==> config.mk <==
export PLATFORM = sky130hd
export DESIGN_NAME = uart_hex_tx
export DESIGN_NICKNAME = d
export VERILOG_FILES = /design/src/rtl/uart_hex_pkg.sv /design/src/rtl/uart_hex_tx.sv
export SDC_FILE = /design/constraint.sdc
export NUM_CORES = 1
export LEC_CHECK = 0
export BUFFER_PORTS_ARGS = -buffer_cell sky130_fd_sc_hd__buf_2
export CELL_PAD_IN_SITES_DETAIL_PLACEMENT = 1
export CELL_PAD_IN_SITES_GLOBAL_PLACEMENT = 1
export CORE_MARGIN = 1.5
export CORE_UTILIZATION = 43
export DETAILED_ROUTE_END_ITERATION = 6
export PLACE_DENSITY_LB_ADDON = 0.1
export SLEW_MARGIN = 15
export SYNTH_ARGS = -nofsm -noshare
export SYNTH_HDL_FRONTEND = slang
export SYNTH_SLANG_ARGS = --single-unit
==> constraint.sdc <==
create_clock -name clk -period 3.93 [get_ports clk]
set_input_delay 0.393 -clock clk [delete_from_list [all_inputs] [get_ports clk]]
set_output_delay 0.393 -clock clk [all_outputs]
set_load 0.01 [all_outputs]
==> src/rtl/uart_hex_pkg.sv <==
// uart_hex_tx shared types: FSM state encoding, ASCII constants and nibble-to-ASCII helper.
// The prefix states exist only when UART_HEX_PREFIX_EN is defined.
package uart_hex_pkg;

  typedef enum logic [2:0] {
    ST_IDLE,
`ifdef UART_HEX_PREFIX_EN
    ST_PREFIX0,
    ST_PREFIX1,
`endif
    ST_DIGIT,
    ST_CR,
    ST_LF
  } state_t;

  localparam logic [7:0] ASCII_ZERO    = 8'h30;
  localparam logic [7:0] ASCII_UPPER_A = 8'h41;
  localparam logic [7:0] ASCII_X       = 8'h78;
  localparam logic [7:0] ASCII_CR      = 8'h0D;
  localparam logic [7:0] ASCII_LF      = 8'h0A;

  function automatic logic [7:0] nib2ascii(input logic [3:0] nib);
    if (nib < 4'd10) return ASCII_ZERO + {4'h0, nib};
    else             return ASCII_UPPER_A + {4'h0, nib} - 8'd10;
  endfunction

endpackage

==> src/rtl/uart_hex_tx.sv <==
// Prints one word per handshake as uppercase hex + EOL onto a byte stream; first byte 1 cycle after accept,
// all outputs registered, stalls indefinitely on m_axis_tready low. UART_HEX_PREFIX_EN adds a "0x" prefix.
module uart_hex_tx
  import uart_hex_pkg::*;
#(
  parameter int WORD_NIBBLES = 8,
  parameter bit EOL_CRLF     = 1'b1
) (
  input  logic                      clk,
  input  logic                      rst_n,
  input  logic [4*WORD_NIBBLES-1:0] s_word_tdata,
  input  logic                      s_word_tvalid,
  output logic                      s_word_tready,
  output logic [7:0]                m_axis_tdata,
  output logic                      m_axis_tvalid,
  input  logic                      m_axis_tready,
  output logic                      busy
);

  localparam int IDX_W = (WORD_NIBBLES > 1) ? $clog2(WORD_NIBBLES) : 1;

  state_t                    state_q, state_d;
  logic [IDX_W-1:0]          idx_q, idx_d;
  logic [4*WORD_NIBBLES-1:0] word_q, word_d;
  logic                      tvalid_q, tvalid_d;
  logic [7:0]                tdata_q, tdata_d;
  logic                      ready_q, ready_d;
  logic                      busy_q, busy_d;
  logic                      byte_hs;
  logic [3:0]                nib_d;

  assign byte_hs = tvalid_q & m_axis_tready;

  always_ff @(posedge clk or negedge rst_n) begin
    if (!rst_n) begin
      state_q  <= ST_IDLE;
      idx_q    <= '0;
      word_q   <= '0;
      tvalid_q <= 1'b0;
      tdata_q  <= 8'h00;
      ready_q  <= 1'b0;
      busy_q   <= 1'b0;
    end else begin
      state_q  <= state_d;
      idx_q    <= idx_d;
      word_q   <= word_d;
      tvalid_q <= tvalid_d;
      tdata_q  <= tdata_d;
      ready_q  <= ready_d;
      busy_q   <= busy_d;
    end
  end

  always_comb begin
    state_d = state_q;
    idx_d   = idx_q;
    word_d  = word_q;
    case (state_q)
      ST_IDLE: begin
        if (s_word_tvalid && ready_q) begin
          word_d  = s_word_tdata;
          idx_d   = IDX_W'(WORD_NIBBLES - 1);
`ifdef UART_HEX_PREFIX_EN
          state_d = ST_PREFIX0;
`else
          state_d = ST_DIGIT;
`endif
        end
      end
`ifdef UART_HEX_PREFIX_EN
      ST_PREFIX0: if (byte_hs) state_d = ST_PREFIX1;
      ST_PREFIX1: if (byte_hs) state_d = ST_DIGIT;
`endif
      ST_DIGIT: begin
        if (byte_hs) begin
          if (idx_q != '0) idx_d   = idx_q - 1'b1;
          else             state_d = EOL_CRLF ? ST_CR : ST_LF;
        end
      end
      ST_CR:   if (byte_hs) state_d = ST_LF;
      ST_LF:   if (byte_hs) state_d = ST_IDLE;
      default: state_d = ST_IDLE;
    endcase
  end

  // Outputs are decoded from the next state so they can be registered without adding latency.
  always_comb begin
    tvalid_d = (state_d != ST_IDLE);
    busy_d   = (state_d != ST_IDLE);
    ready_d  = (state_d == ST_IDLE);
    nib_d    = 4'(word_d >> {idx_d, 2'b00});
    tdata_d  = 8'h00;
    case (state_d)
`ifdef UART_HEX_PREFIX_EN
      ST_PREFIX0: tdata_d = ASCII_ZERO;
      ST_PREFIX1: tdata_d = ASCII_X;
`endif
      ST_DIGIT:   tdata_d = nib2ascii(nib_d);
      ST_CR:      tdata_d = ASCII_CR;
      ST_LF:      tdata_d = ASCII_LF;
      default:    tdata_d = 8'h00;
    endcase
  end

  assign s_word_tready = ready_q;
  assign m_axis_tdata  = tdata_q;
  assign m_axis_tvalid = tvalid_q;
  assign busy          = busy_q;

endmodule

### After elaboration in Yosys (flattened, before gate mapping)

Index checks and enable logic that the tools add are counted.

| word-level totals | value |
|---|---|
| input bits | 36 |
| output and inout port bits | 11 |
| logic and storage cells | 38 |
| register bits after elaboration | 48 |

| operators by class | value |
|---|---|
| eq/ne operators | 6 |
| shift operators | 1 |
| reductions and logical operators | 5 |
| order comparisons | 1 |
| bitwise gates (word level) | 1 |
| muxes and demuxes | 14 |
| add/sub/neg operators | 4 |

Operators with widths:

| operator | number |
|---|---|
| $mux 32 | 2 |
| $shr 32x5->4 | 1 |
| $mux 3 | 8 |
| $pmux 8 s3 | 1 |
| $eq 3x2->1 const B | 4 |
| $pmux 3 s4 | 1 |
| $add 7x4->8 const A | 1 |
| $mux 8 | 1 |
| $sub 8x4->8 const B | 1 |
| $add 6x4->7 const A | 1 |
| $eq 3x1->1 const B | 2 |
| $logic_not 3->1 | 2 |
| $pmux 3 s2 | 1 |
| $reduce_bool 3->1 | 2 |
| $lt 4x4->1 const B | 1 |
| $sub 3x1->3 const B | 1 |
| $and 1x1->1 | 1 |
| $logic_and 1x1->1 | 1 |

### Logic depth before layout (Yosys ltp)

Gate-level depths: netlist (run 1).

| depth | value |
|---|---|
| word-level depth | 9 |
| depth in mapped cells | 15 |
| depth with buffers taken out | 13 |

### Least setup slack after synthesis (run 1)

Ideal clock, no wire load.

| timing path | value |
|---|---|
| kind | reg-to-reg |
| from | register idx_q[0] |
| to | register tdata_q[2] (netlist: m_axis_tdata[2]) |
| data required time | 3.861 ns |
| period minus slack after synthesis | 3.475 ns |
| setup slack | 0.455 ns |
| setup time | 0.069 ns |
| cell stages (with the launch flop) | 16 |
| path buffers | 2 |
| data arrival time | 3.406 ns |
| cells stage by stage | dfrtp_1 -> clkbuf_1 -> inv_1 -> ha_1 -> nor4bb_1 -> and3_1 -> nor3_4 -> inv_2 -> buf_4 -> or2_2 -> a311oi_1 -> or2_2 -> ha_1 -> o221ai_1 -> or4_1 -> nand3_1 |

| between the ends | value |
|---|---|
| cells in the longest elaborated chain, start to end | 9 |
| elaborated cells between the ends (all ways) | 19 |
| those cells by class | 4 x add/sub; 1 x order compare; 3 x eq/ne; 1 x shift; 9 x mux; 1 x reduce/logical |

RTL lines:

| item | RTL line | source |
|---|---|---|
| from (decl) | uart_hex_tx.sv:23 | `logic [IDX_W-1:0] idx_q, idx_d;` |
| from (signal assigned) | uart_hex_tx.sv:45 | `idx_q <= idx_d;` |
| $sub 3x1->3 / $reduce_bool 3->1 (equally long branches) | uart_hex_tx.sv:76 | `if (idx_q != '0) idx_d = idx_q - 1'b1;` |
| $mux 3 * | uart_hex_tx.sv:76 |  |
| $mux 3 * | uart_hex_tx.sv:75 | `if (byte_hs) begin` |
| $pmux 3 s2 * | uart_hex_tx.sv:58 | `case (state_q)` |
| net idx_d[2] | uart_hex_tx.sv:23 |  |
| $shr 32x5->4 * | uart_hex_tx.sv:91 | `nib_d = 4'(word_d >> {idx_d, 2'b00});` |
| $add 7x4->8 | uart_hex_pkg.sv:24 | `else return ASCII_UPPER_A + {4'h0, nib} - 8'd10;` |
| $sub 8x4->8 | uart_hex_pkg.sv:24 |  |
| $mux 8 * | uart_hex_pkg.sv:23 | `if (nib < 4'd10) return ASCII_ZERO + {4'h0, nib};` |
| $pmux 8 s3 * | uart_hex_tx.sv:93 | `case (state_d)` |
| net tdata_d[2] | uart_hex_tx.sv:26 | `logic [7:0] tdata_q, tdata_d;` |
| to (signal assigned) | uart_hex_tx.sv:48 | `tdata_q <= tdata_d;` |
| to (decl) | uart_hex_tx.sv:26 |  |

Mark *: on every way through the listed nets, which the timed path passes. The rest lies on a longest branch.

### Worst setup path in the final report (run 1)

| timing path | value |
|---|---|
| from | register idx_q[0] |
| to | register tdata_q[2] (netlist: m_axis_tdata[2]) |

| between the ends | value |
|---|---|
| cells in the longest elaborated chain, start to end | 9 |
| elaborated cells between the ends (all ways) | 19 |
| those cells by class | 4 x add/sub; 1 x order compare; 3 x eq/ne; 1 x shift; 9 x mux; 1 x reduce/logical |

RTL lines:

| item | RTL line |
|---|---|
| $sub 3x1->3 / $reduce_bool 3->1 (equally long branches) | uart_hex_tx.sv:76 |
| $mux 3 | uart_hex_tx.sv:76 |
| $mux 3 | uart_hex_tx.sv:75 |
| $pmux 3 s2 | uart_hex_tx.sv:58 |
| $shr 32x5->4 | uart_hex_tx.sv:91 |
| $add 7x4->8 | uart_hex_pkg.sv:24 |
| $sub 8x4->8 | uart_hex_pkg.sv:24 |
| $mux 8 | uart_hex_pkg.sv:23 |
| $pmux 8 s3 * | uart_hex_tx.sv:93 |
| net tdata_d[2] | uart_hex_tx.sv:26 |

Marks and branches as above.

==> reports/qor.yml, run 1 <==
sta:
  hold_slack_ns: 0.08349
  fin_setup_tns_ns: 0
  hold_violations: 0
  skew_ns: 0.008897
  maxSlewViolCount: 0
  max-slew-margin-rel_pct: 60.66
  worst_pin_slew_ns: 0.5901
  finalCritPeriodShare_pct: 91.51
  rsz0062_at_grt: "no"
  setup_ws_ns: 0.3336
  min_period_ns: 3.596
  max_freq_mhz: 278.1
  setup_viol: 0
critical_path:
  critPathTopFamily: "simple AND/OR/NAND/NOR gates"
  setup.worst_path.start: "idx_q[0]"
  path_max_fanout: 9
  startpoint_type: "flip-flop"
  critical_path_arrival_ns: 3.85
  crit_slowest_cell: "mux4_2"
  cp-end-kind: "flip-flop"
  r2r-start: "idx_q[0]"
  cp.required_ns: 4.18
  crit_buf_inv: 3
  critical_path_class: "flip-flop to flip-flop"
  crit_chain: "inv_1 > ha_1 > nor4bb_1 > and3_1 > nor3_4 > inv_2 > mux2_2 > mux4_2 > inv_2 > ha_1 > o221ai_1 > or4_1 > nand3_1"
  critPathMaxStageDelay_ns: 0.52
logic_synthesis:
  synth_flop_cell: "dfrtp_1"
  syn_inst: 246
  async_reset_ff_share_pct: 100.0
  ys_warn_count: 0
  synth_edf_count: 0
  syn-cell-area_mm2: 0.002511
  yosysSeqAreaShare_pct: 46.84
  synth_area_per_cell_um2: 10.21
  yosys-top-cells-area: "dfrtp_1 47%, nand2_1 8.8%, mux2i_1 7.2%"
  ys_ff_latch: 47
  synthDominantCellAreaShare_pct: 46.84
  ys_types: 55
  yosysTopAreaCell: "dfrtp_1"
pwr:
  p_per_area_mw_per_mm2: 512.9
  vdd_drop_max_v: 0.0002193
  finalPower_uw: 1491
  p_leak_uw: 0.001468
finish:
  syn_to_final_growth_pct: 15.75
  diodes: 0
  drive_gt1_share_pct: 28.04
  layout.nets: 334
  fin_util_pct: 52.14
place:
  dp_slack_ns: 0.3155
  hpwl_um: 4535
  port_buffers: 45
  gp_congestion: 0.8133
global_routing:
  grt_usage_pct: 21.68
  grt_max_degree: 48
  first_global_vias: 2117
  grt_pass1_wl_um: 10550
  overflow: 0
  antenna_found_initial: 0
detailed_routing:
  vias: 1976
  drt_iter0_markers: 73
  wirelength_um: 6055
  avgRoutedWirePerCell_um: 16.45
  vias_per_cell: 5.370
  firstDrtPassIters: 4
  drc: 0
  antenna_left: 0
clock_network:
  clk_pin_slew_worst_paths_ns: 0.09
  clockBufferDepth: 2
  clk_latency_ns: 0.31
  postCtsSetupBuffers: 0
  root_buffer: "clkbuf_8"
  tritoncts: "built"
  clock_sinks: 47
  htree_levels: 2
  cts_inserted_buffers: 5
floorplanning:
  initial_utilization_pct: 45.05
  core_mm2: 0.005574
  die_w_um: 79.42
  num_rows: 27
  die_y_um: 79.42
  ios: 47
  dieArea_mm2: 0.006308
job:
  maxCapViolations: 0
hold_path:
  hold_class: "input port to async pin"
status:
  outcome: "finished clean"
## where the power goes
group          total (µW)  switching, µW  leakage [µW]  internal (µW)
sequential            685           75.7      0.000573            609
combinational         510            274      0.000854            237
clock                 296            171     0.0000412            125
## per-layer routing
layer  vias up  GRT usage, %  part of all wire (%)
met5         -             0                     0
met3         6         3.771                   3.3
met1       987         28.69                    47
li1        945             -                     -
met2        38         36.19                    49
met4         0         6.667                   1.1
## per-stage QoR
step,cell area (µm²),instances
after CTS,2903,368
after detailed placement,2818,360
after global placement,2818,360
after floorplan,2515,247
final,2907,368
after global routing,2907,368
## logic make-up after synthesis
group	count (synthesis)	share of synthesized area, %
flops	47	46.84
other cells	1	0.1493
compound gates	28	8.769
fa+ha+maj	3	1.495
mux	31	15.25
xor+xnor	2	0.6977
buf+inv	32	5.730
simple gates	102	21.08
## cell usage after synthesis (all sizes together) (4+ instances only)
cell,n
clkbuf,6
mux4,5
inv,21
nand3,6
mux2,8
nand2,59
nor3,4
or2,4
a21oi,4
o21ai,5
mux2i,18
dfrtp,47
buf,5
## worst paths after layout
check	end	slack (ns)	depth (start not counted)
setup / recovery	m_axis_tdata[2]	0.33	13
hold / removal	word_q[27]	0.08	1
setup reg to reg	m_axis_tdata[2]	0.33	13
hold reg to reg	word_q[0]	0.49	2
max in group asynchronous	idx_q[0]	3.43	1
min in group clk	word_q[15]	0.27	3
## layout by cell type (no fill, tap or decap), drive strengths merged, types with 3 or more instances in the layout
| cell | n |
|---|---|
| nor3 | 4 |
| nor4 | 3 |
| nor2 | 3 |
| a21oi | 4 |
| buf | 52 |
| mux2i | 18 |
| dfrtp | 47 |
| nor3b | 3 |
| nand3 | 6 |
| nand2 | 59 |
| inv | 21 |
| ha | 3 |
| mux2 | 8 |
| mux4 | 5 |
| or2 | 4 |
| and2 | 3 |
| clkbuf | 6 |
| o21ai | 5 |
## registers in the layout, indices dropped and copies added (netlist names)
register / count
busy: 1
idx_q: 3
m_axis_tdata: 7
s_word_tready: 1
state_q: 3
word_q: 32
## area by class of cell
type | count | area [µm²]
Timing Repair Buffer | 52 | 280.3
Clock inverter | 2 | 12.51
Inverter | 21 | 78.83
Clock buffer | 6 | 72.57
Multi-Input combinational cell | 168 | 1195
Sequential cell | 47 | 1177
Fill cell | 662 | 2668
Tap cell | 72 | 90.09
## worst register-to-register path, cell delays in order (launching register included)
cell and delay [ns]:
dfrtp_2 0.48, inv_1 0.19, ha_1 0.23, nor4bb_1 0.27, and3_1 0.32, nor3_4 0.06
inv_2 0.14, mux2_2 0.35, mux4_2 0.52, inv_2 0.11, ha_1 0.16, o221ai_1 0.13
or4_1 0.49, nand3_1 0.09
## repair_timing
action                                  CTS  global route
hold buffers                              0             0
endpoints found under the setup margin    0             1
resized for setup                         0             1
Power figures use the tool's default switching activity.
==> inputs of run 2 (changes only) <==
Settings changed: HOLD_SLACK_MARGIN set to 0.12, MAX_ROUTING_LAYER set to met4, RECOVER_POWER set to 100.
==> run 2 against run 1 <==
Effect of this change: the flow now finishes with violations (max-capacitance violations, max-slew violations); non-clock buffer count unchanged; clock power about the same; register-to-register slack about the same; clock skew increased by 0.00094 ns; utilization decreased by 0.72 points; clock-buffer cell count unchanged; via count decreased by 0.71%; combinational power decreased by 3%; die area unchanged; worst hold slack improved by 0.19 ns; critical path depth unchanged.
==> reports/qor.yml, run 2 (synthesized netlist as in run 1, its figures left out) <==
status:
  outcome: "finished, violations left"
  violations: "max-capacitance violations, max-slew violations"
place:
  port_buffers: 45
  hpwl_um: 4535
  gp_congestion: 0.8254
pwr:
  p_int_uw: 954.6
  p_seq_share_pct: 46.5
  netSwitchingPower_uw: 519.9
  p_per_area_mw_per_mm2: 514.4
  vdd_drop_max_v: 0.0002167
  clkPwrFrac_pct: 20.0
  finalPower_uw: 1475
  p_leak_uw: 0.001407
  swShare_pct: 35.26
  comb_power_share_pct: 33.6
hold_path:
  hold_class: "input port to flip-flop"
sta:
  finalCritPeriodShare_pct: 91.77
  skew_ns: 0.009835
  max-slew-margin-rel_pct: -66.57
  fin_setup_tns_ns: 0
  rsz0062_at_grt: "no"
  min_period_ns: 3.607
  max_freq_mhz: 277.3
  maxSlewViolCount: 48
  worst_pin_slew_ns: 2.499
  hold_violations: 0
  setup_viol: 0
critical_path:
  path_max_fanout: 9
  cp-end-kind: "flip-flop"
  crit_end: "m_axis_tdata[2]"
  r2r-start: "idx_q[0]"
  rr_endpoint: "m_axis_tdata[2]"
  reg2reg_depth: 13
  startpoint_type: "flip-flop"
  r2r_slack_ns: 0.32
  cp.required_ns: 4.18
  setup.worst_path.start: "idx_q[0]"
  critical_path_class: "flip-flop to flip-flop"
  critical_path_arrival_ns: 3.86
global_routing:
  grt_usage_pct: 22.26
  grt_pass1_wl_um: 10530
  antenna_found_initial: 0
  first_global_vias: 2116
  overflow: 0
  grt_max_degree: 48
floorplanning:
  core_mm2: 0.005574
  ios: 47
  die_y_um: 79.42
  dieArea_mm2: 0.006308
  initial_utilization_pct: 45.05
  die_w_um: 79.42
  num_rows: 27
clock_network:
  clock_sinks: 47
  root_buffer: "clkbuf_8"
  htree_levels: 2
  postCtsSetupBuffers: 0
  clk_pin_slew_worst_paths_ns: 0.09
  clk_latency_ns: 0.31
  clockBufferDepth: 2
  cts_inserted_buffers: 5
  cts_resized: 0
  postCtsHoldBufs: 0
  tritoncts: "built"
finish:
  layout.nets: 334
  diodes: 0
  multi_input_area_mm2: 0.001190
  layout_common_cells: "59 x nand2_1, 46 x dfrtp_1, 34 x buf_2"
  syn_to_final_growth_pct: 14.15
  seq_area_mm2: 0.001177
  final_common_cell: "nand2_1"
  largest_reg_flops: 32
  fill_cells: 672
  regMostFlops: "word_q"
  drive_gt1_share_pct: 21.96
detailed_routing:
  vias_per_cell: 5.332
  drc: 0
  drt_iter0_markers: 66
  firstDrtPassIters: 4
  wirelength_um: 6055
  antenna_left: 0
  vias: 1962
  avgRoutedWirePerCell_um: 16.45
job:
  maxCapViolations: 1
==> run 2: power groups by stage <==
| stage | Clock, µW | Combinational (µW) | Sequential [µW] |
|---|---|---|---|
| 6_report | 295 | 495 | 685 |
| 5_1_grt | 318 | 561 | 701 |
| 4_1_cts | 307 | 520 | 685 |
| 3_5_place_dp | 0 | 515 | 694 |
| 3_3_place_gp | 0 | 495 | 690 |
| 2_1_floorplan | 0 | 357 | 675 |
==> run 2: through the flow <==
step | hold WS (ns) | utilization, % | worst slack [ns] | instances | area [µm²]
after global placement | 0.4652 | 50.55 | 0.4325 | 360 | 2818
after floorplan | 0.09741 | - | 0.4553 | 247 | 2515
after detailed placement | 0.4680 | 50.55 | 0.3155 | 360 | 2818
final | 0.2691 | 51.43 | 0.3233 | 368 | 2867
after global routing | 0.2773 | 51.43 | 0.06606 | 368 | 2867
after CTS | 0.2644 | 52.08 | 0.2692 | 368 | 2903
==> run 2: critical path, stage by stage, from the launching register on <==
cell and delay, ns:
dfrtp_2 0.48, inv_1 0.18, ha_1 0.23, nor4bb_1 0.27
and3_1 0.32, nor3_4 0.06, inv_2 0.14, mux2_2 0.35
mux4_2 0.52, inv_2 0.10, ha_1 0.16, o221ai_1 0.13
or4_1 0.50, nand3_1 0.09
==> run 2: cell type report <==
class / instances / area share, %
Sequential cell: 47 / 41.07
Clock buffer: 6 / 2.532
Multi-Input combinational cell: 168 / 41.51
Timing Repair Buffer: 52 / 8.555
Inverter: 21 / 2.750
Clock inverter: 2 / 0.4365
Tap cell: 72 / 3.143
==> run 2: per-layer routing <==
| metal | vias up | part of all wire, % | global-route usage [%] |
|---|---|---|---|
| met5 | - | 0 | - |
| met4 | 0 | 1.6 | 6.667 |
| met3 | 8 | 2.8 | 3.543 |
| met2 | 35 | 48 | 36.19 |
| met1 | 971 | 47 | 28.76 |
| li1 | 948 | - | - |
==> run 2: worst min path at each step <==
| stage | startpoint | endpoint | slack (ns) | cells past startpoint |
|---|---|---|---|---|
| after floorplan | rst_n | busy | 0.1 | 0 |
| after global placement | word_q[20] | word_q[20] | 0.47 | 2 |
| after detailed placement | word_q[0] | word_q[0] | 0.47 | 2 |
| after CTS | s_word_tdata[19] | word_q[19] | 0.26 | 3 |
| after global routing | s_word_tdata[25] | word_q[25] | 0.28 | 3 |
| final | s_word_tdata[15] | word_q[15] | 0.27 | 3 |
==> inputs of run 3 (changes only) <==
Settings changed: PLACE_DENSITY set to 0.81, PLACE_DENSITY_LB_ADDON 0.1 to not set.
==> run 3 against run 2 <==
Effect of this change: the run still ends with max-capacitance violations, max-slew violations left; clock skew shrank 0.0013 ns; flip-flop and latch count is the same; largest cell class unchanged; critical path type unchanged; sequential power is essentially flat; power grew 1.6%; worst hold slack gained 0.0026 ns; via count shrank 1.7%; final cell count shrank 0.82%; design area grew 0.22%; sequential share of layout area shrank 0.13 points.
==> reports/qor.yml, run 3 (synthesized netlist as in run 1, its figures left out) <==
clock_network:
  postCtsHoldBufs: 0
  root_buffer: "clkbuf_8"
  clk_pin_slew_worst_paths_ns: 0.09
  htree_levels: 2
  cts_inserted_buffers: 5
  clockBufferDepth: 2
  clock_sinks: 47
  clk_latency_ns: 0.31
  tritoncts: "built"
pwr:
  vdd_drop_max_v: 0.0002076
  p_leak_uw: 0.001415
  p_per_area_mw_per_mm2: 521.6
  finalPower_uw: 1498
critical_path:
  crit_end: "m_axis_tdata[2]"
  critical_path_arrival_ns: 3.96
  r2r_slack_ns: 0.22
  cp-end-kind: "flip-flop"
  setup.worst_path.start: "idx_q[0]"
  path_max_fanout: 14
  cp.required_ns: 4.18
  critical_path_class: "flip-flop to flip-flop"
  reg2reg_depth: 14
  rr_endpoint: "m_axis_tdata[2]"
  startpoint_type: "flip-flop"
  r2r-start: "idx_q[0]"
floorplanning:
  num_rows: 27
  initial_utilization_pct: 45.05
  dieArea_mm2: 0.006308
  die_w_um: 79.42
  ios: 47
  die_y_um: 79.42
  core_mm2: 0.005574
detailed_routing:
  vias_per_cell: 5.282
  drt_iter0_markers: 72
  wirelength_um: 6030
  antenna_left: 0
  avgRoutedWirePerCell_um: 16.52
  drc: 0
  vias: 1928
  firstDrtPassIters: 4
global_routing:
  first_global_vias: 2046
  grt_use_met1_pct: 27.14
  grt_pass1_wl_um: 10030
  met2_usage_pct: 34.83
  top_usage_layer: "met2"
  overflow: 0
  grt_max_degree: 48
  grtUsageMet3_pct: 4.114
  antenna_found_initial: 0
  grt_usage_pct: 21.35
sta:
  hold_slack_ns: 0.2718
  rsz0062_at_grt: "no"
  setup_viol: 0
  skew_ns: 0.008532
  hold_violations: 0
  max-slew-margin-rel_pct: -65.73
  fin_setup_tns_ns: 0
  min_period_ns: 3.713
  max_freq_mhz: 269.3
  worst_pin_slew_ns: 2.486
  maxSlewViolCount: 48
  finalCritPeriodShare_pct: 94.48
finish:
  final_common_cell: "nand2_1"
  layout.nets: 331
  layout_common_cells: "59 x nand2_1, 47 x dfrtp_1, 34 x buf_2"
  regMostFlops: "word_q"
  drive_gt1_share_pct: 22.87
  finish.cell_count_without_fillers: 365
  largest_reg_flops: 32
  fin_area_mm2: 0.002873
  diodes: 0
  syn_to_final_growth_pct: 14.40
place:
  place_area_mm2: 0.002795
  gp_congestion: 0.8456
  port_buffers: 45
  hpwl_um: 4440
  place_inst: 357
status:
  violations: "max-capacitance violations, max-slew violations"
  outcome: "finished, violations left"
hold_path:
  hold_class: "input port to flip-flop"
  hp-start: "s_word_tdata[18]"
job:
  maxCapViolations: 1
==> run 3: worst min path at each step <==
stage | endpoint | slack [ns] | cells after the start
2_1_floorplan | busy | 0.1 | 0
3_3_place_gp | word_q[9] | 0.46 | 2
3_5_place_dp | word_q[13] | 0.48 | 2
4_1_cts | word_q[18] | 0.26 | 3
5_1_grt | word_q[11] | 0.28 | 3
6_report | word_q[18] | 0.27 | 3
==> run 3: per-layer routing <==
metal,wire [µm],vias to the layer above
met2,2978,44
met3,234,9
met4,80,0
met1,2736,935
met5,0,-
li1,-,940
==> run 3: stage by stage <==
step / util [%] / setup slack, ns
floorplan: - / 0.4553
global placement: 50.15 / 0.4577
detailed placement: 50.15 / 0.2989
CTS: 51.85 / 0.2275
global route: 51.54 / 0.01707
finish: 51.54 / 0.2169
==> run 3: repair_timing <==
action,in CTS,in global routing
resized for setup,0,2
endpoints found under the setup margin,0,1
buffers inserted,0,0
==> run 3: layout make-up <==
class | instances | area [µm²]
Timing Repair Buffer | 49 | 237.7
Tap cell | 72 | 90.09
Inverter | 21 | 78.83
Clock buffer | 7 | 86.33
Fill cell | 669 | 2701
Sequential cell | 47 | 1176
Clock inverter | 1 | 8.758
Multi-Input combinational cell | 168 | 1195
==> run 3: power breakdown <==
group / switching (µW) / internal (µW)
clock network: 167 / 144
registers: 76.2 / 609
logic: 280 / 222
==> run 3: worst max-delay path: stages, from the launching register on <==
cell	delay [ns]
dfrtp_1	0.54
inv_1	0.18
ha_1	0.28
nor4bb_1	0.15
and3_1	0.24
nor3_1	0.27
inv_2	0.10
buf_4	0.21
mux2i_1	0.14
mux4_2	0.55
inv_2	0.11
ha_1	0.17
o221ai_1	0.13
or4_1	0.49
nand3_1	0.09
